==> config.mk <==
export PLATFORM = sky130hd
export DESIGN_NAME = i2c_reg_file
export DESIGN_NICKNAME = d
export VERILOG_FILES = /design/src/rtl/i2c_reg_pkg.sv /design/src/rtl/i2c_w0c_flag.sv /design/src/rtl/i2c_reg_file.sv
export SDC_FILE = /design/constraint.sdc
export NUM_CORES = 1
export LEC_CHECK = 0
export BUFFER_PORTS_ARGS = -buffer_cell sky130_fd_sc_hd__buf_2
export CORE_MARGIN = 2
export CORE_UTILIZATION = 54
export DETAILED_ROUTE_END_ITERATION = 8
export GPL_ROUTABILITY_DRIVEN = 0
export PLACE_DENSITY_LB_ADDON = 0.1
export SETUP_SLACK_MARGIN = 0.1
export SKIP_LAST_GASP = 1
export SLEW_MARGIN = 15
export SYNTH_ARGS = -nofsm -noshare
export SYNTH_HDL_FRONTEND = slang
export SYNTH_SLANG_ARGS = --single-unit
==> constraint.sdc <==
create_clock -name i_sysclk -period 3.5 [get_ports i_sysclk]
set_input_delay 0.35 -clock i_sysclk [delete_from_list [all_inputs] [get_ports i_sysclk]]
set_output_delay 0.35 -clock i_sysclk [all_outputs]
set_load 0.02 [all_outputs]
==> src/rtl/i2c_reg_pkg.sv <==
// Shared register map, bit positions and reset values for the I2C controller register file.
package i2c_reg_pkg;

    localparam logic [7:0] OFF_ADR   = 8'h00;
    localparam logic [7:0] OFF_FDR   = 8'h04;
    localparam logic [7:0] OFF_CR    = 8'h08;
    localparam logic [7:0] OFF_SR    = 8'h0C;
    localparam logic [7:0] OFF_DR    = 8'h10;
    localparam logic [7:0] OFF_DFSRR = 8'h14;

    localparam int CR_MEN  = 7;
    localparam int CR_MIEN = 6;
    localparam int CR_MSTA = 5;
    localparam int CR_MTX  = 4;
    localparam int CR_TXAK = 3;
    localparam int CR_RSTA = 2;

    localparam int SR_MCF  = 7;
    localparam int SR_MAAS = 6;
    localparam int SR_MBB  = 5;
    localparam int SR_MAL  = 4;
    localparam int SR_SRW  = 2;
    localparam int SR_MIF  = 1;
    localparam int SR_RXAK = 0;

    // RSTA is a strobe and bits 1:0 are reserved, so only 7:3 are stored
    localparam logic [7:0] CR_STORE_MASK = 8'hF8;

    localparam logic [7:0] RST_ADR    = 8'h00;
    localparam logic [7:0] RST_FDR    = 8'h00;
    localparam logic [7:0] RST_CR     = 8'h00;
    localparam logic [7:0] RST_DFSRR  = 8'h10;
    localparam logic [7:0] RST_RXBUF  = 8'h00;
    localparam logic [7:0] RST_TXDATA = 8'h00;
    localparam logic       RST_MCF    = 1'b1;

    typedef enum logic [2:0] {
        SEL_NONE,
        SEL_ADR,
        SEL_FDR,
        SEL_CR,
        SEL_SR,
        SEL_DR,
        SEL_DFSRR
    } reg_sel_e;

endpackage

==> src/rtl/i2c_w0c_flag.sv <==
// Sticky status flag: hardware set, software write-0 clear, set wins on a collision.
module i2c_w0c_flag (
    input  logic i_sysclk,
    input  logic i_reset_n,
    input  logic i_set,
    input  logic i_clr,
    output logic o_flag
);

    always_ff @(posedge i_sysclk or negedge i_reset_n) begin
        if (!i_reset_n) begin
            o_flag <= 1'b0;
        end else if (i_set) begin
            o_flag <= 1'b1;
        end else if (i_clr) begin
            o_flag <= 1'b0;
        end
    end

endmodule

==> src/rtl/i2c_reg_file.sv <==
// Host-side register file of the I2C controller: configuration registers, status flags,
// data register handshakes with the bit-level core and the interrupt output.
module i2c_reg_file
    import i2c_reg_pkg::*;
#(
    parameter int ADDR_W = 6
) (
    input  logic              i_sysclk,
    input  logic              i_reset_n,
    input  logic              i_wr_ena,
    input  logic [ADDR_W-1:0] i_wr_addr,
    input  logic [7:0]        i_wr_data,
    input  logic              i_rd_ena,
    input  logic [ADDR_W-1:0] i_rd_addr,
    output logic [7:0]        o_rd_data,
    output logic [7:0]        o_adr,
    output logic [7:0]        o_fdr,
    output logic [7:0]        o_dfsrr,
    output logic [7:0]        o_cr,
    output logic [7:0]        o_tx_data,
    output logic              o_tx_start,
    output logic              o_rx_taken,
    output logic              o_rsta,
    output logic              o_irq,
    input  logic [7:0]        i_rx_data,
    input  logic              i_rx_valid,
    input  logic              i_xfer_done,
    input  logic              i_arb_lost,
    input  logic              i_bus_busy,
    input  logic              i_maas,
    input  logic              i_srw,
    input  logic              i_rxak
);

    function automatic reg_sel_e decode(input logic [ADDR_W-1:0] addr);
        if (addr == ADDR_W'(OFF_ADR))   return SEL_ADR;
        if (addr == ADDR_W'(OFF_FDR))   return SEL_FDR;
        if (addr == ADDR_W'(OFF_CR))    return SEL_CR;
        if (addr == ADDR_W'(OFF_SR))    return SEL_SR;
        if (addr == ADDR_W'(OFF_DR))    return SEL_DR;
        if (addr == ADDR_W'(OFF_DFSRR)) return SEL_DFSRR;
        return SEL_NONE;
    endfunction

    reg_sel_e   wr_sel;
    reg_sel_e   rd_sel;
    logic [7:0] adr;
    logic [7:0] fdr;
    logic [7:0] dfsrr;
    logic [7:0] cr;
    logic [7:0] rx_buf;
    logic [7:0] sr;
    logic [7:0] rd_mux;
    logic       men;
    logic       mcf;
    logic       mif;
    logic       mal;
    logic       cr_disable;
    logic       dr_write;
    logic       dr_read;
    logic       mif_clr;
    logic       mal_clr;

    assign wr_sel = i_wr_ena ? decode(i_wr_addr) : SEL_NONE;
    assign rd_sel = i_rd_ena ? decode(i_rd_addr) : SEL_NONE;

    // DR traffic is gated by the currently stored enable, not by a CR write in flight
    assign men        = cr[CR_MEN];
    assign cr_disable = (wr_sel == SEL_CR) && !i_wr_data[CR_MEN];
    assign dr_write   = (wr_sel == SEL_DR) && men;
    assign dr_read    = (rd_sel == SEL_DR) && men;

    assign mif_clr = ((wr_sel == SEL_SR) && !i_wr_data[SR_MIF]) || cr_disable;
    assign mal_clr = ((wr_sel == SEL_SR) && !i_wr_data[SR_MAL]) || cr_disable;

    i2c_w0c_flag u_mif (
        .i_sysclk  (i_sysclk),
        .i_reset_n (i_reset_n),
        .i_set     (i_xfer_done | i_arb_lost),
        .i_clr     (mif_clr),
        .o_flag    (mif)
    );

    i2c_w0c_flag u_mal (
        .i_sysclk  (i_sysclk),
        .i_reset_n (i_reset_n),
        .i_set     (i_arb_lost),
        .i_clr     (mal_clr),
        .o_flag    (mal)
    );

    always_ff @(posedge i_sysclk or negedge i_reset_n) begin
        if (!i_reset_n) begin
            adr   <= RST_ADR;
            fdr   <= RST_FDR;
            dfsrr <= RST_DFSRR;
        end else begin
            case (wr_sel)
                SEL_ADR:   adr   <= i_wr_data;
                SEL_FDR:   fdr   <= i_wr_data;
                SEL_DFSRR: dfsrr <= i_wr_data;
                default:   ;
            endcase
        end
    end

    // Arbitration loss is applied last so it overrides a concurrent software MSTA write
    always_ff @(posedge i_sysclk or negedge i_reset_n) begin
        if (!i_reset_n) begin
            cr <= RST_CR;
        end else begin
            if (wr_sel == SEL_CR) begin
                cr <= i_wr_data & CR_STORE_MASK;
                if (!i_wr_data[CR_MEN]) begin
                    cr[CR_MSTA] <= 1'b0;
                end
            end
            if (i_arb_lost) begin
                cr[CR_MSTA] <= 1'b0;
            end
        end
    end

    always_ff @(posedge i_sysclk or negedge i_reset_n) begin
        if (!i_reset_n) begin
            mcf <= RST_MCF;
        end else begin
            if (o_tx_start || o_rx_taken || cr_disable) begin
                mcf <= 1'b0;
            end
            if (i_xfer_done) begin
                mcf <= 1'b1;
            end
        end
    end

    always_ff @(posedge i_sysclk or negedge i_reset_n) begin
        if (!i_reset_n) begin
            o_tx_data  <= RST_TXDATA;
            rx_buf     <= RST_RXBUF;
            o_tx_start <= 1'b0;
            o_rx_taken <= 1'b0;
            o_rsta     <= 1'b0;
            o_irq      <= 1'b0;
        end else begin
            if (dr_write) begin
                o_tx_data <= i_wr_data;
            end
            if (i_rx_valid) begin
                rx_buf <= i_rx_data;
            end
            o_tx_start <= dr_write;
            o_rx_taken <= dr_read;
            o_rsta     <= (wr_sel == SEL_CR) && i_wr_data[CR_RSTA] && i_wr_data[CR_MEN];
            o_irq      <= mif && cr[CR_MIEN];
        end
    end

    always_comb begin
        sr          = 8'h00;
        sr[SR_MCF]  = mcf;
        sr[SR_MAAS] = i_maas;
        sr[SR_MBB]  = i_bus_busy;
        sr[SR_MAL]  = mal;
        sr[SR_SRW]  = i_srw;
        sr[SR_MIF]  = mif;
        sr[SR_RXAK] = i_rxak;
    end

    always_comb begin
        rd_mux = 8'h00;
        case (rd_sel)
            SEL_ADR:   rd_mux = adr;
            SEL_FDR:   rd_mux = fdr;
            SEL_CR:    rd_mux = cr;
            SEL_SR:    rd_mux = sr;
            SEL_DR:    rd_mux = men ? rx_buf : 8'h00;
            SEL_DFSRR: rd_mux = dfsrr;
            default:   rd_mux = 8'h00;
        endcase
    end

    // Read data reflects register contents before any same-edge write
    always_ff @(posedge i_sysclk or negedge i_reset_n) begin
        if (!i_reset_n) begin
            o_rd_data <= 8'h00;
        end else if (i_rd_ena) begin
            o_rd_data <= rd_mux;
        end
    end

    assign o_adr   = adr;
    assign o_fdr   = fdr;
    assign o_dfsrr = dfsrr;
    assign o_cr    = cr;

endmodule

## Word level (Yosys, flattened, before mapping)

Index checks and enable logic that the tools add are counted.

| word-level totals | value |
|---|---|
| bits in registers | 60 |
| input port bits | 39 |
| output and inout port bits | 52 |
| logic and storage cells | 140 |

| cells by class | value |
|---|---|
| equal/unequal tests | 22 |
| mux-type cells | 81 |
| bitwise logic cells | 1 |
| reduce and logical (&&, ||, !) cells | 21 |

Operator list:

| cell | number |
|---|---|
| 2-to-1 mux 3 bit | 28 |
| 2-to-1 mux 1 bit | 50 |
| case mux 8 bit (6 select lines) | 1 |
| == test 6 x 4 -> 1 bit (second input constant) | 4 |
| == test 6 x 5 -> 1 bit (second input constant) | 4 |
| == test 3 bit (second input constant) | 6 |
| == test 3 x 2 -> 1 bit (second input constant) | 4 |
| == test 6 x 3 -> 1 bit (second input constant) | 2 |
| logical NOT 6 bit | 2 |
| logical AND 1 bit | 8 |
| 2-to-1 mux 8 bit | 1 |
| nonzero test 2 bit | 4 |
| == test 3 x 1 -> 1 bit (second input constant) | 2 |
| 2-to-1 mux 6 bit | 1 |
| logical OR 1 bit | 4 |
| logical NOT 1 bit | 3 |
| bitwise OR 1 bit | 1 |

## Longest topological paths before layout

Gate-level depths: netlist of the first run.

| logic depth | value |
|---|---|
| depth after elaboration | 29 |
| depth in mapped cells | 6 |
| depth with buffers taken out | 4 |

## Hierarchy

From an unflattened synthesis of the first run, not the netlist that was laid out.

| second synthesis, totals | value |
|---|---|
| cells, all modules | 212 |
| area total of the unflattened synthesis | 2710.1 sq um |

Modules (own cells, without submodules):

| module | times used | cells each | area each (sq um) | seq. area each (sq um) |
|---|---|---|---|---|
| i2c_reg_file | 1 | 206 | 2637.5 | 1453.9 |
| i2c_w0c_flag | 2 | 3 | 36.3 | 25.0 |

## Worst setup path before layout of the first run

No wires, ideal clock.

| path | value |
|---|---|
| path type | input to register |
| from | input port i_wr_addr[1] |
| to | register u_mif.o_flag |
| setup time | 124 ps |
| arrival time | 1947 ps |
| required time | 3376 ps |
| slack | 1429 ps |
| stages on the path | 5 |
| path buffers | 1 |
| path through | or4b_4 > buf_6 > or4b_4 > a21o_1 > a211o_1 |

| between the ends | value |
|---|---|
| cells in the longest elaborated chain, start to end | 18 |
| elaborated cells between the ends (all ways) | 46 |
| those cells by class | eq/ne: 7; mux: 34; reduce/logical: 5 |

RTL lines:

| item | line | text |
|---|---|---|
| start, declared | i2c_reg_file.sv:11 | `input logic [ADDR_W-1:0] i_wr_addr,` |
| == test 6 x 3 -> 1 bit or == test 6 x 5 -> 1 bit (tied branches) | i2c_reg_file.sv:37, i2c_reg_file.sv:41 |  |
| 2-to-1 mux 3 bit or 2-to-1 mux 1 bit (tied branches) (2 in a row) | i2c_reg_file.sv:37, i2c_reg_file.sv:41 |  |
| 2-to-1 mux 3 bit or 2-to-1 mux 1 bit (tied branches) | i2c_reg_file.sv:38, i2c_reg_file.sv:40 |  |
| 2-to-1 mux 3 bit or 2-to-1 mux 1 bit (tied branches) | i2c_reg_file.sv:39 | `if (addr == ADDR_W'(OFF_SR)) return SEL_SR;` |
| 2-to-1 mux 3 bit or 2-to-1 mux 1 bit (tied branches) | i2c_reg_file.sv:40, i2c_reg_file.sv:38 |  |
| 2-to-1 mux 3 bit or 2-to-1 mux 1 bit (tied branches) | i2c_reg_file.sv:41, i2c_reg_file.sv:37 |  |
| 2-to-1 mux 3 bit | i2c_reg_file.sv:42 | `return SEL_NONE;` |
| 2-to-1 mux 3 bit | i2c_reg_file.sv:41 | `if (addr == ADDR_W'(OFF_DFSRR)) return SEL_DFSRR;` |
| 2-to-1 mux 3 bit | i2c_reg_file.sv:40 | `if (addr == ADDR_W'(OFF_DR)) return SEL_DR;` |
| 2-to-1 mux 3 bit | i2c_reg_file.sv:39 |  |
| 2-to-1 mux 3 bit | i2c_reg_file.sv:38 | `if (addr == ADDR_W'(OFF_CR)) return SEL_CR;` |
| 2-to-1 mux 3 bit * | i2c_reg_file.sv:37 | `if (addr == ADDR_W'(OFF_FDR)) return SEL_FDR;` |
| 2-to-1 mux 3 bit * | i2c_reg_file.sv:64 | `assign wr_sel = i_wr_ena ? decode(i_wr_addr) : SEL_NONE;` |
| == test 3 bit or == test 3 x 2 -> 1 bit (tied branches) | i2c_reg_file.sv:73, i2c_reg_file.sv:69 |  |
| logical AND 1 bit, on equally long branches | i2c_reg_file.sv:73, i2c_reg_file.sv:69 |  |
| logical OR 1 bit * | i2c_reg_file.sv:73 | `assign mif_clr = ((wr_sel == SEL_SR) && !i_wr_data[SR_MIF]) \|\| cr_disable;` |
| nonzero test 2 bit (no source line) * | n/a |  |
| end signal, assigned | i2c_w0c_flag.sv:12 | `o_flag <= 1'b0;` |
| end signal, assigned | i2c_w0c_flag.sv:14 | `o_flag <= 1'b1;` |
| end signal, assigned | i2c_w0c_flag.sv:16 | `o_flag <= 1'b0;` |
| end, declared | i2c_w0c_flag.sv:7 | `output logic o_flag` |

Every way passes the cells marked *; elsewhere a longest branch is shown, timed or not. The select of a mux whose other input is x is not followed.
A chain may end at the register's enable or synchronous reset.

## Worst setup path in the final report of the first run

| path | value |
|---|---|
| from | input port i_wr_addr[1] |
| to | register cr[6], in the netlist o_cr[6] |

| between the ends | value |
|---|---|
| cells in the longest elaborated chain, start to end | 15 |
| elaborated cells between the ends (all ways) | 41 |
| those cells by class | eq/ne: 6; mux: 34; reduce/logical: 1 |

RTL lines:

| item | line | text |
|---|---|---|
| == test 6 x 3 -> 1 bit or == test 6 x 5 -> 1 bit (tied branches) | i2c_reg_file.sv:37, i2c_reg_file.sv:41 |  |
| 2-to-1 mux 3 bit or 2-to-1 mux 1 bit (tied branches) (2 in a row) | i2c_reg_file.sv:37, i2c_reg_file.sv:41 |  |
| 2-to-1 mux 3 bit or 2-to-1 mux 1 bit (tied branches) | i2c_reg_file.sv:38, i2c_reg_file.sv:40 |  |
| 2-to-1 mux 3 bit or 2-to-1 mux 1 bit (tied branches) | i2c_reg_file.sv:39 |  |
| 2-to-1 mux 3 bit or 2-to-1 mux 1 bit (tied branches) | i2c_reg_file.sv:40, i2c_reg_file.sv:38 |  |
| 2-to-1 mux 3 bit or 2-to-1 mux 1 bit (tied branches) | i2c_reg_file.sv:41, i2c_reg_file.sv:37 |  |
| 2-to-1 mux 3 bit | i2c_reg_file.sv:42 |  |
| 2-to-1 mux 3 bit | i2c_reg_file.sv:41 |  |
| 2-to-1 mux 3 bit | i2c_reg_file.sv:40 |  |
| 2-to-1 mux 3 bit | i2c_reg_file.sv:39 |  |
| 2-to-1 mux 3 bit | i2c_reg_file.sv:38 |  |
| 2-to-1 mux 3 bit * | i2c_reg_file.sv:37 |  |
| 2-to-1 mux 3 bit * | i2c_reg_file.sv:64 |  |
| == test 3 x 2 -> 1 bit * | i2c_reg_file.sv:112 | `if (wr_sel == SEL_CR) begin` |
| end signal, assigned | i2c_reg_file.sv:113 | `cr <= i_wr_data & CR_STORE_MASK;` |
| end, declared | i2c_reg_file.sv:50 | `logic [7:0] cr;` |

Marked as above.

==> summary.txt, run 1 <==
Setup path
  – Arrival @ worst endpoint: 2180 ps
  – Req. time, crit path: 3720 ps
  – CP endpoint kind: flip-flop
  – CP Max Fanout: 8
  – Crit Path Category: primary input to flip-flop
  – CP startpoint kind: primary input

Floorplanning
  – Ports: 91
  – Core area: 4750 sq um
  – DIE AREA: 5520 sq um
  – Die width: 74.3 microns
  – Starting Density: 56.1%
  – Die height: 74.3 microns
  – Cell row count: 25

Synth
  – Synth warn: 0
  – Top-count cell post-synth: dfrtp_1
  – Post-Syn Area: 2670 sq um
  – Synth Register Bits: 60
  – Leading area contributor after synthesis: dfrtp_1
  – Area fraction of the dominant cell type after synthesis: 54.4%
  – Synth top cells by count: 58 x dfrtp_1, 44 x mux2_2, 12 x mux2i_1
  – Number of flops mapped to enable cells by yosys: 0
  – Distinct cells, synth: 35
  – Synth Instances: 196
  – Syn Area/Cell: 13.6 sq um
  – Synth async-reset ratio: 100%
  – Top post-synthesis cells by area: dfrtp_1 54%, mux2_2 19%, mux2i_1 4.5%
  – Sequential fraction of the synthesis area: 56.4%
  – Dominant synthesized flop cell: dfrtp_1

Drt
  – DRC: 0
  – Detailed Route Iter0 Violations: 124
  – Via density: 5.51
  – Post-DRT Antenna Nets: 0
  – Vias: 1968
  – Detailed Routing Iterations Pass 1: 4
  – DRT Wirelength: 6.16 mm
  – Routed WL per cell: 17.2 microns

Clocking
  – Setup bufs post-CTS: 0
  – CTS root buf: clkbuf_8
  – CTS max path bufs: 2
  – CTS tree: done
  – # hold bufs at CTS: 0
  – Post-CTS sizing: 0
  – H-tree depth: 3
  – Clock latency on the worst-skew pair: 330 ps
  – Clock sinks: 60
  – Clk slew on worst S/H paths: 70 ps
  – TritonCTS Buffers: 9

Placement
  – DP Cell Count: 341
  – DP HPWL: 4.53 mm
  – Dpl cell area: 3140 sq um
  – Port Buffers: 87

Min path
  – Hold Crit Class: primary input to asynchronous set/reset pin

Power
  – Cell area power density: 487 nW/um^2
  – Total design power: 1610 uW
  – Clk pwr share: 33.8%
  – Internal power: 1140 uW
  – Switching Fraction: 29.4%
  – Combinational share of power: 16.7%
  – Switch Pwr: 475 uW
  – Seq pwr share: 49.5%
  – Worst IR drop on VDD: 0.000368 V
  – Lkg Pwr: 0.00172 uW

Final layout
  – Fillers: 375
  – Nets: 324
  – Share of cells above drive strength 1: 54.5%
  – Area growth from synthesis to layout: 24.3%
  – Layout Cells excl Fill: 357
  – Diode count: 0
  – Fin area: 3310 sq um

GRT
  – Largest net degree at the start of global routing: 35
  – Global route overflow: 0
  – Vias in the first global route: 1902
  – First-pass GRT wire length: 9.78 mm
  – Initial antenna violation count: 0
  – All-Layer GR Usage: 24.5%

Timing
  – Clock Skew: 5.29 ps
  – Slew Limit Headroom: 36.2%
  – Final Cycle Share: 55.9%
  – Final hold vios: 0
  – Max Freq: 511 MHz
  – Final Max Tran Viols: 0
  – Setup_tns: 0 ps
  – Fin crit period: 1960 ps
  – Setup-failing EPs final: 0
  – RSZ-0062 raised after global routing: no
  – Slew @ Worst Pin: 950 ps

Flow run
  – Max Cap Viol: 0

Status
  – Outcome: completed
-- metal layers --
metal  share of wire (%)  track usage (%)  vias up
li1                    -                -      908
met1                  47             36.2      979
met2                  46             36.0       74
met3                 5.8             4.88        7
met4                 1.1             9.52        0
met5                   0                0        -
-- area by class of cell --
class | count | area (sq um) | share of cell area, %
Timing Repair Buffer | 88 | 443 | 13.4
Tap cell | 67 | 83.8 | 2.53
Sequential cell | 60 | 1500 | 45.4
Inverter | 1 | 3.75 | 0.113
Clock inverter | 6 | 40.0 | 1.21
Clock buffer | 10 | 138 | 4.15
Multi-Input combinational cell | 125 | 1100 | 33.3
-- worst max-delay path, cell delays in order --
cell     delay [ps]
buf_2            90
or4b_4          600
nor4b_2         710
mux2_2          410
-- sequential cells by signal (all words and copies together), names as in the netlist, 5 cells and up --
name / count
o_tx_data: 8
rx_buf: 8
o_dfsrr: 8
o_rd_data: 8
o_fdr: 8
o_cr: 5
o_adr: 8
-- cell families (layout without fill, tap and decap cells) --
family / count (synthesis) / after routing / share of synthesized area (%)
AOI/OAI and AO/OA: 30 / 30 / 8.92
buffers and inverters: 13 / 105 / 2.53
DFF: 60 / 60 / 56.4
muxes: 56 / 56 / 23.1
other: 1 / 3 / 0.141
and+or+nand+nor: 36 / 36 / 8.92
-- per-stage QoR --
| step | util (%) | hold slack (ps) | worst slack [ps] |
|---|---|---|---|
| final | 69.7 | 19.7 | 1540 |
| after CTS | 69.7 | 26.5 | 1540 |
| after global routing | 69.7 | 53.0 | 1450 |
| after global placement | 66.0 | 385 | 1190 |
| after floorplan | - | 54.4 | 1430 |
| after detailed placement | 66.0 | 388 | 1180 |
-- layout by cell type, fill, tap and decap left out, types with 3 or more instances in the layout --
cell,instances
clkinvlp_4,4
a221o_1,3
a2bb2oi_1,3
o2bb2ai_1,4
a211o_1,5
mux2i_1,12
nand2_1,8
a21oi_1,3
conb_1,3
nand3_1,3
mux2_2,44
buf_2,87
dfrtp_1,58
nor2_1,10
a22oi_1,3
o22ai_1,3
clkbuf_8,10
-- power by group through the flow --
stage	combinational (uW)	sequential [uW]	clock, uW
global placement	266	808	0
global route	293	806	584
floorplan	103	862	0
finish	269	798	546
CTS	272	798	556
detailed placement	270	811	0
-- final timing paths --
check | slack, ps | to | from | cells after the start
max | 1540 | o_cr[6] | i_wr_addr[1] | 4
max in group asynchronous | 2570 | o_dfsrr[4] | i_reset_n | 2
min reg2reg | 480 | u_mal.o_flag | u_mal.o_flag | 1
min in group i_sysclk | 210 | o_cr[5] | i_arb_lost | 2
max reg2reg | 1850 | o_tx_data[7] | o_cr[7] | 3
min | 20 | rx_buf[7] | i_reset_n | 1
No activity file was read; power rests on OpenSTA's default activity.
==> run 2: changes to the inputs <==
--- a/config.mk
+++ b/config.mk
@@ -5,9 +5,10 @@
 export SDC_FILE = /design/constraint.sdc
 export NUM_CORES = 1
 export LEC_CHECK = 0
+export ABC_AREA = 1
 export BUFFER_PORTS_ARGS = -buffer_cell sky130_fd_sc_hd__buf_2
 export CORE_MARGIN = 2
-export CORE_UTILIZATION = 54
+export CORE_UTILIZATION = 52
 export DETAILED_ROUTE_END_ITERATION = 8
 export GPL_ROUTABILITY_DRIVEN = 0
 export PLACE_DENSITY_LB_ADDON = 0.1
==> constraint.sdc (replaced) <==
create_clock -name i_sysclk -period 1.9 [get_ports i_sysclk]
set_input_delay 0.19 -clock i_sysclk [delete_from_list [all_inputs] [get_ports i_sysclk]]
set_output_delay 0.19 -clock i_sysclk [all_outputs]
set_load 0.02 [all_outputs]
==> summary.txt, run 2 <==
Synth
  – Top post-synthesis cells by area: dfrtp_1 47%, nand2_1 8.4%, nor2_1 6.7% (was dfrtp_1 54%, mux2_2 19%, mux2i_1 4.5%)
  – Dominant synthesized flop cell: dfrtp_1 (unchanged)
  – Synth Instances: 365 (was 196)
  – Area fraction of the dominant cell type after synthesis: 47.0% (was 54.4%)
  – Synth Register Bits: 60 (unchanged)
  – Top-count cell post-synth: nand2_1 (was dfrtp_1)
  – Synth top cells by count: 69 x nand2_1, 58 x dfrtp_1, 55 x nor2_1 (was 58 x dfrtp_1, 44 x mux2_2, 12 x mux2i_1)
  – Distinct cells, synth: 35 (unchanged)
  – Leading area contributor after synthesis: dfrtp_1 (unchanged)
  – Synth warn: 0 (unchanged)
  – Sequential fraction of the synthesis area: 48.7% (was 56.4%)
  – Syn Area/Cell: 8.46 sq um (was 13.6 sq um)
  – Number of flops mapped to enable cells by yosys: 0 (unchanged)
  – Synth async-reset ratio: 100% (unchanged)
  – Post-Syn Area: 3090 sq um (was 2670 sq um)

Clocking
  – Setup bufs post-CTS: 0 (unchanged)
  – H-tree depth: 3 (unchanged)
  – Clk slew on worst S/H paths: 60 ps (was 70 ps)
  – Post-CTS sizing: 0 (unchanged)
  – CTS max path bufs: 2 (unchanged)
  – Clock latency on the worst-skew pair: 330 ps (about the same)
  – # hold bufs at CTS: 1 (was 0)
  – CTS root buf: clkbuf_8 (unchanged)
  – TritonCTS Buffers: 9 (unchanged)
  – Clock sinks: 60 (unchanged)
  – CTS tree: done (unchanged)

Timing
  – Max Freq: 659 MHz
  – Setup-failing EPs final: 0 (unchanged)
  – Clock Skew: 6.03 ps (was 5.29 ps)
  – RSZ-0062 raised after global routing: no (unchanged)
  – Fin crit period: 1520 ps
  – Final Max Tran Viols: 0 (unchanged)
  – Setup_tns: 0 ps (unchanged)
  – Final Cycle Share: 79.9%
  – Final hold vios: 0 (unchanged)
  – Slew @ Worst Pin: 517 ps (was 950 ps)
  – Slew Limit Headroom: 65.5% (was 36.2%)

Final layout
  – Nets: 494 (was 324)
  – Area growth from synthesis to layout: 20.5% (was 24.3%)
  – Diode count: 0 (unchanged)
  – Commonest non-fill, non-tap cell in the layout: buf_2 (unchanged)
  – Fillers: 554 (was 375)
  – Commonest cells after routing, fill and taps aside: 87 x buf_2, 69 x nand2_1, 58 x dfrtp_1, 55 x nor2_1, 48 x inv_1 (was 87 x buf_2, 58 x dfrtp_1, 44 x mux2_2, 12 x mux2i_1)
  – Layout Cells excl Fill: 535 (was 357)
  – Share of cells above drive strength 1: 30.7% (was 54.5%)
  – Fin area: 3720 sq um (was 3310 sq um)

Setup path
  – CP startpoint kind: primary input (unchanged)
  – CP Max Fanout: 18 (was 8)
  – Arrival @ worst endpoint: 1720 ps (was 2180 ps)
  – CP endpoint kind: flip-flop (unchanged)
  – Req. time, crit path: 2110 ps (was 3720 ps)
  – Crit Path Category: primary input to flip-flop (unchanged)

GRT
  – Vias in the first global route: 2544 (was 1902)
  – All-Layer GR Usage: 24.6% (was 24.5%)
  – Largest net degree at the start of global routing: 41 (was 35)
  – First-pass GRT wire length: 12.1 mm (was 9.78 mm)
  – Global route overflow: 0 (unchanged)
  – Initial antenna violation count: 0 (unchanged)

Placement
  – Dpl cell area: 3550 sq um (was 3140 sq um)
  – DP Cell Count: 518 (was 341)
  – DP HPWL: 5.64 mm (was 4.53 mm)
  – Port Buffers: 87 (unchanged)

Drt
  – Routed WL per cell: 13.9 microns (was 17.2 microns)
  – Detailed Routing Iterations Pass 1: 4 (unchanged)
  – Detailed Route Iter0 Violations: 161 (was 124)
  – DRT Wirelength: 7.45 mm (was 6.16 mm)
  – DRC: 0 (unchanged)
  – Vias: 2771 (was 1968)
  – Post-DRT Antenna Nets: 0 (unchanged)
  – Via density: 5.18 (was 5.51)

Power
  – Lkg Pwr: 0.00211 uW (was 0.00172 uW)
  – Cell area power density: 816 nW/um^2 (was 487 nW/um^2)
  – Worst IR drop on VDD: 0.000527 V (was 0.000368 V)

Floorplanning
  – Ports: 91 (unchanged)
  – DIE AREA: 6570 sq um (was 5520 sq um)
  – Cell row count: 28 (was 25)
  – Starting Density: 53.1% (was 56.1%)
  – Die height: 81.1 microns (was 74.3 microns)
  – Die width: 81.1 microns (was 74.3 microns)
  – Core area: 5820 sq um (was 4750 sq um)

Status
  – Outcome: completed (unchanged)

Flow run
  – Max Cap Viol: 0 (unchanged)

Min path
  – Hold Crit Class: primary input to flip-flop (was primary input to asynchronous set/reset pin)
## run 2: area by class of cell
cell class,instances,area (sq um),area share [%]
well taps,75,93.8,2.52
multi-input cells,242,1290,34.6
clock buffers,14,153,4.10
repair buffers,91,480,12.9
inverters,51,194,5.21
flip-flops and latches,60,1500,40.4
clock inverters,2,10.0,0.269
## run 2: cells by family after synthesis
logic type | count (synthesis) | synth area share (%)
flip-flops | 60 | 48.7
AO/OA/AOI/OAI | 40 | 7.90
buffers and inverters | 65 | 9.89
other | 1 | 0.121
AND/OR/NAND/NOR | 191 | 30.5
multiplexers | 8 | 2.92
## run 2: critical path, cell delays in order
cell and delay, ps:
buf_2 90, nor2_1 310, nand3_1 130, nand3_1 110, nand2_2 220, nand3_1 330
nor2_1 80, nor2_1 170, nand3_1 100
## run 2: layer usage
layer | vias to the layer above | share of wire (%) | wire (microns) | track usage, %
met4 | 0 | 1.2 | 87 | 8.14
met2 | 89 | 47 | 3520 | 39.3
li1 | 1354 | - | - | -
met5 | - | 0 | 0 | 0
met3 | 9 | 8.3 | 616 | 3.78
met1 | 1319 | 43 | 3230 | 34.5
## run 2: through the flow
step	worst slack (ps)	util (%)	power, uW	hold WS (ps)
after floorplan	549	-	1840	-106
after global placement	119	61.0	2070	182
after detailed placement	49.6	61.0	2090	189
after CTS	403	64.0	3060	27.4
after global routing	207	64.0	3190	32.5
final	383	64.0	3040	33.8
## run 2: path summary, 6_finish.rpt
| check | cells after the start | endpoint | slack (ps) | start |
|---|---|---|---|---|
| max reg2reg | 6 | o_rd_data[6] | 670 | o_cr[7] |
| min | 2 | o_cr[5] | 30 | i_arb_lost |
| min in group asynchronous | 2 | o_fdr[2] | 360 | i_reset_n |
| min reg2reg | 2 | mcf | 490 | mcf |
| max in group asynchronous | 3 | o_dfsrr[4] | 890 | i_reset_n |
| max | 9 | o_rd_data[5] | 380 | i_rd_addr[1] |
## run 2: power breakdown
group	leakage (uW)	switching (uW)	total, uW	internal, uW
registers	0.000773	83.1	1490	1410
logic	0.00125	379	570	191
clock network	0.0000844	468	975	507
==> run 3: changes to the inputs <==
==> constraint.sdc (replaced) <==
create_clock -name i_sysclk -period 1.5 [get_ports i_sysclk]
set_input_delay 0.15 -clock i_sysclk [delete_from_list [all_inputs] [get_ports i_sysclk]]
set_output_delay 0.15 -clock i_sysclk [all_outputs]
set_load 0.02 [all_outputs]
==> summary.txt, run 3 (synthesis results as in run 2) <==
Placement
  – DP HPWL: 5.95 mm (was 5.64 mm)
  – Port Buffers: 87 (unchanged)
  – Dpl cell area: 3680 sq um (was 3550 sq um)

Floorplanning
  – Starting Density: 53.1% (unchanged)
  – Cell row count: 28 (unchanged)
  – Die width: 81.1 microns (unchanged)
  – DIE AREA: 6570 sq um (unchanged)
  – Die height: 81.1 microns (unchanged)
  – Core area: 5820 sq um (unchanged)
  – Ports: 91 (unchanged)

Clocking
  – Clock sinks: 60 (unchanged)
  – TritonCTS Buffers: 9 (unchanged)
  – Clk slew on worst S/H paths: 60 ps (about the same)
  – Setup bufs post-CTS: 0 (unchanged)
  – Clock latency on the worst-skew pair: 330 ps (about the same)
  – H-tree depth: 3 (unchanged)
  – CTS tree: done (unchanged)
  – CTS root buf: clkbuf_8 (unchanged)
  – CTS max path bufs: 2 (unchanged)

Power
  – Worst IR drop on VDD: 0.000612 V (was 0.000527 V)
  – Clk pwr share: 32.0% (was 32.1%)
  – Combinational share of power: 19.4% (was 18.8%)
  – Seq pwr share: 48.6% (was 49.1%)
  – Switch Pwr: 1220 uW (was 930 uW)
  – Lkg Pwr: 0.00218 uW (was 0.00211 uW)
  – Cell area power density: 1010 nW/um^2 (was 816 nW/um^2)
  – Switching Fraction: 31.3% (was 30.6%)
  – Internal power: 2680 uW (was 2110 uW)

GRT
  – Largest net degree at the start of global routing: 61 (was 41)
  – Vias in the first global route: 2589 (was 2544)
  – First-pass GRT wire length: 12.3 mm (was 12.1 mm)
  – Global route overflow: 0 (unchanged)
  – Initial antenna violation count: 0 (unchanged)
  – All-Layer GR Usage: 25.5% (was 24.6%)

Final layout
  – Area growth from synthesis to layout: 25.7% (was 20.5%)
  – Layout Utilization: 66.7% (was 64.0%)
  – Fin area: 3880 sq um (was 3720 sq um)
  – Commonest non-fill, non-tap cell in the layout: buf_2 (unchanged)
  – Diode count: 0 (unchanged)
  – Share of cells above drive strength 1: 34.0% (was 30.7%)
  – Commonest cells after routing, fill and taps aside: 87 x buf_2, 69 x nand2_1, 57 x dfrtp_1, 53 x nor2_1, 48 x inv_1 (was 87 x buf_2, 69 x nand2_1, 58 x dfrtp_1, 55 x nor2_1, 48 x inv_1)
  – Nets: 511 (was 494)

Timing
  – Final Cycle Share: 84.6%
  – RSZ-0062 raised after global routing: no (unchanged)
  – Setup-failing EPs final: 0 (unchanged)
  – Final Max Tran Viols: 0 (unchanged)
  – Slew Limit Headroom: 65.2% (was 65.5%)
  – Fin crit period: 1270 ps
  – Hold slack: 13.3 ps (was 33.8 ps)
  – Clock Skew: 4.73 ps (was 6.03 ps)
  – Slew @ Worst Pin: 520 ps (was 517 ps)
  – Final hold vios: 0 (unchanged)
  – Max Freq: 788 MHz

Drt
  – DRT Wirelength: 7.84 mm (was 7.45 mm)
  – DRC: 0 (unchanged)
  – Vias: 2835 (was 2771)
  – Detailed Routing Iterations Pass 1: 4 (unchanged)
  – Post-DRT Antenna Nets: 0 (unchanged)
  – Routed WL per cell: 14.2 microns (was 13.9 microns)
  – Detailed Route Iter0 Violations: 160 (was 161)
  – Via density: 5.14 (was 5.18)

Setup path
  – CP startpoint kind: primary input (unchanged)
  – R2r endpoint: o_rd_data[3] (was o_rd_data[6])
  – CP Max Fanout: 9 (was 18)
  – Worst R2R Start: o_cr[7] (unchanged)
  – Worst r2r path cells: 6 (unchanged)
  – Crit path launch: i_rd_addr[1] (unchanged)
  – Crit Path Category: primary input to flip-flop (unchanged)
  – Reg2Reg Setup Slack: 310 ps (was 670 ps)
  – CP endpoint kind: flip-flop (unchanged)
  – Req. time, crit path: 1710 ps (was 2110 ps)
  – Arrival @ worst endpoint: 1470 ps (was 1720 ps)

Flow run
  – Max Cap Viol: 0 (unchanged)

Min path
  – WHS Path Cells: 3 (was 2)
  – Hold EP: mcf (was o_cr[5])
  – Hold Crit Class: primary input to flip-flop (unchanged)
  – Hold path startpoint: i_xfer_done (was i_arb_lost)

Status
  – Outcome: completed (unchanged)
-- run 3: per-stage QoR --
step / setup WS, ps / TNS [ps] / total power (uW) / std cells
after floorplan: 189 / 0 / 2330 / 367
after global placement: -71.0 / -505 / 2660 / 534
after detailed placement: -103 / -1490 / 2690 / 534
after CTS: 126 / 0 / 3920 / 552
after global routing: 101 / 0 / 4070 / 552
final: 231 / 0 / 3910 / 552
-- run 3: power by group through the flow --
stage	Combinational, uW	Sequential (uW)	Clock, uW
final	756	1900	1250
after global routing	832	1910	1330
after CTS	763	1900	1260
after detailed placement	757	1930	0
after global placement	745	1920	0
after floorplan	246	2080	0
-- run 3: worst max path at each step --
stage | endpoint | slack, ps
6_report | o_rd_data[3] | 230
2_1_floorplan | o_rd_data[3] | 190
5_1_grt | o_adr[6] | 100
4_1_cts | o_cr[7] | 130
3_5_place_dp | o_rd_data[7] | -100
3_3_place_gp | o_cr[4] | -70
-- run 3: critical path, cell delays in order --
cell      delay [ps]
buf_2             70
nor2_1            30
buf_4            140
nand3_1           80
nand3_1           90
nand2_2          190
clkinv_2         150
buf_4            160
nand4_1           70
nand2_1           50
nor2_1           180
nand3_1          100
-- run 3: what timing repair did --
| item | 4_1_cts | 5_1_grt |
|---|---|---|
| resized for setup | 0 | 5 |
| endpoints found under the setup margin | 0 | 15 |
| hold buffers | 2 | 0 |
| endpoints found under the hold margin | 59 | 0 |
-- run 3: layout make-up --
class                      count  area, sq um
multi-input combinational    242         1300
clock inverter                 2         12.5
inverter                      51          194
fill                         511         1930
timing repair buffer         108          623
sequential                    60         1510
clock buffer                  14          153
tap                           75         93.8
-- run 3: routing by layer --
metal / part of all wire [%] / up-vias / GRT usage, %
li1: - / 1386 / -
met1: 46 / 1351 / 33.4
met2: 48 / 86 / 41.2
met3: 4.7 / 12 / 5.00
met4: 1.8 / 0 / 11.0
met5: 0 / - / 0
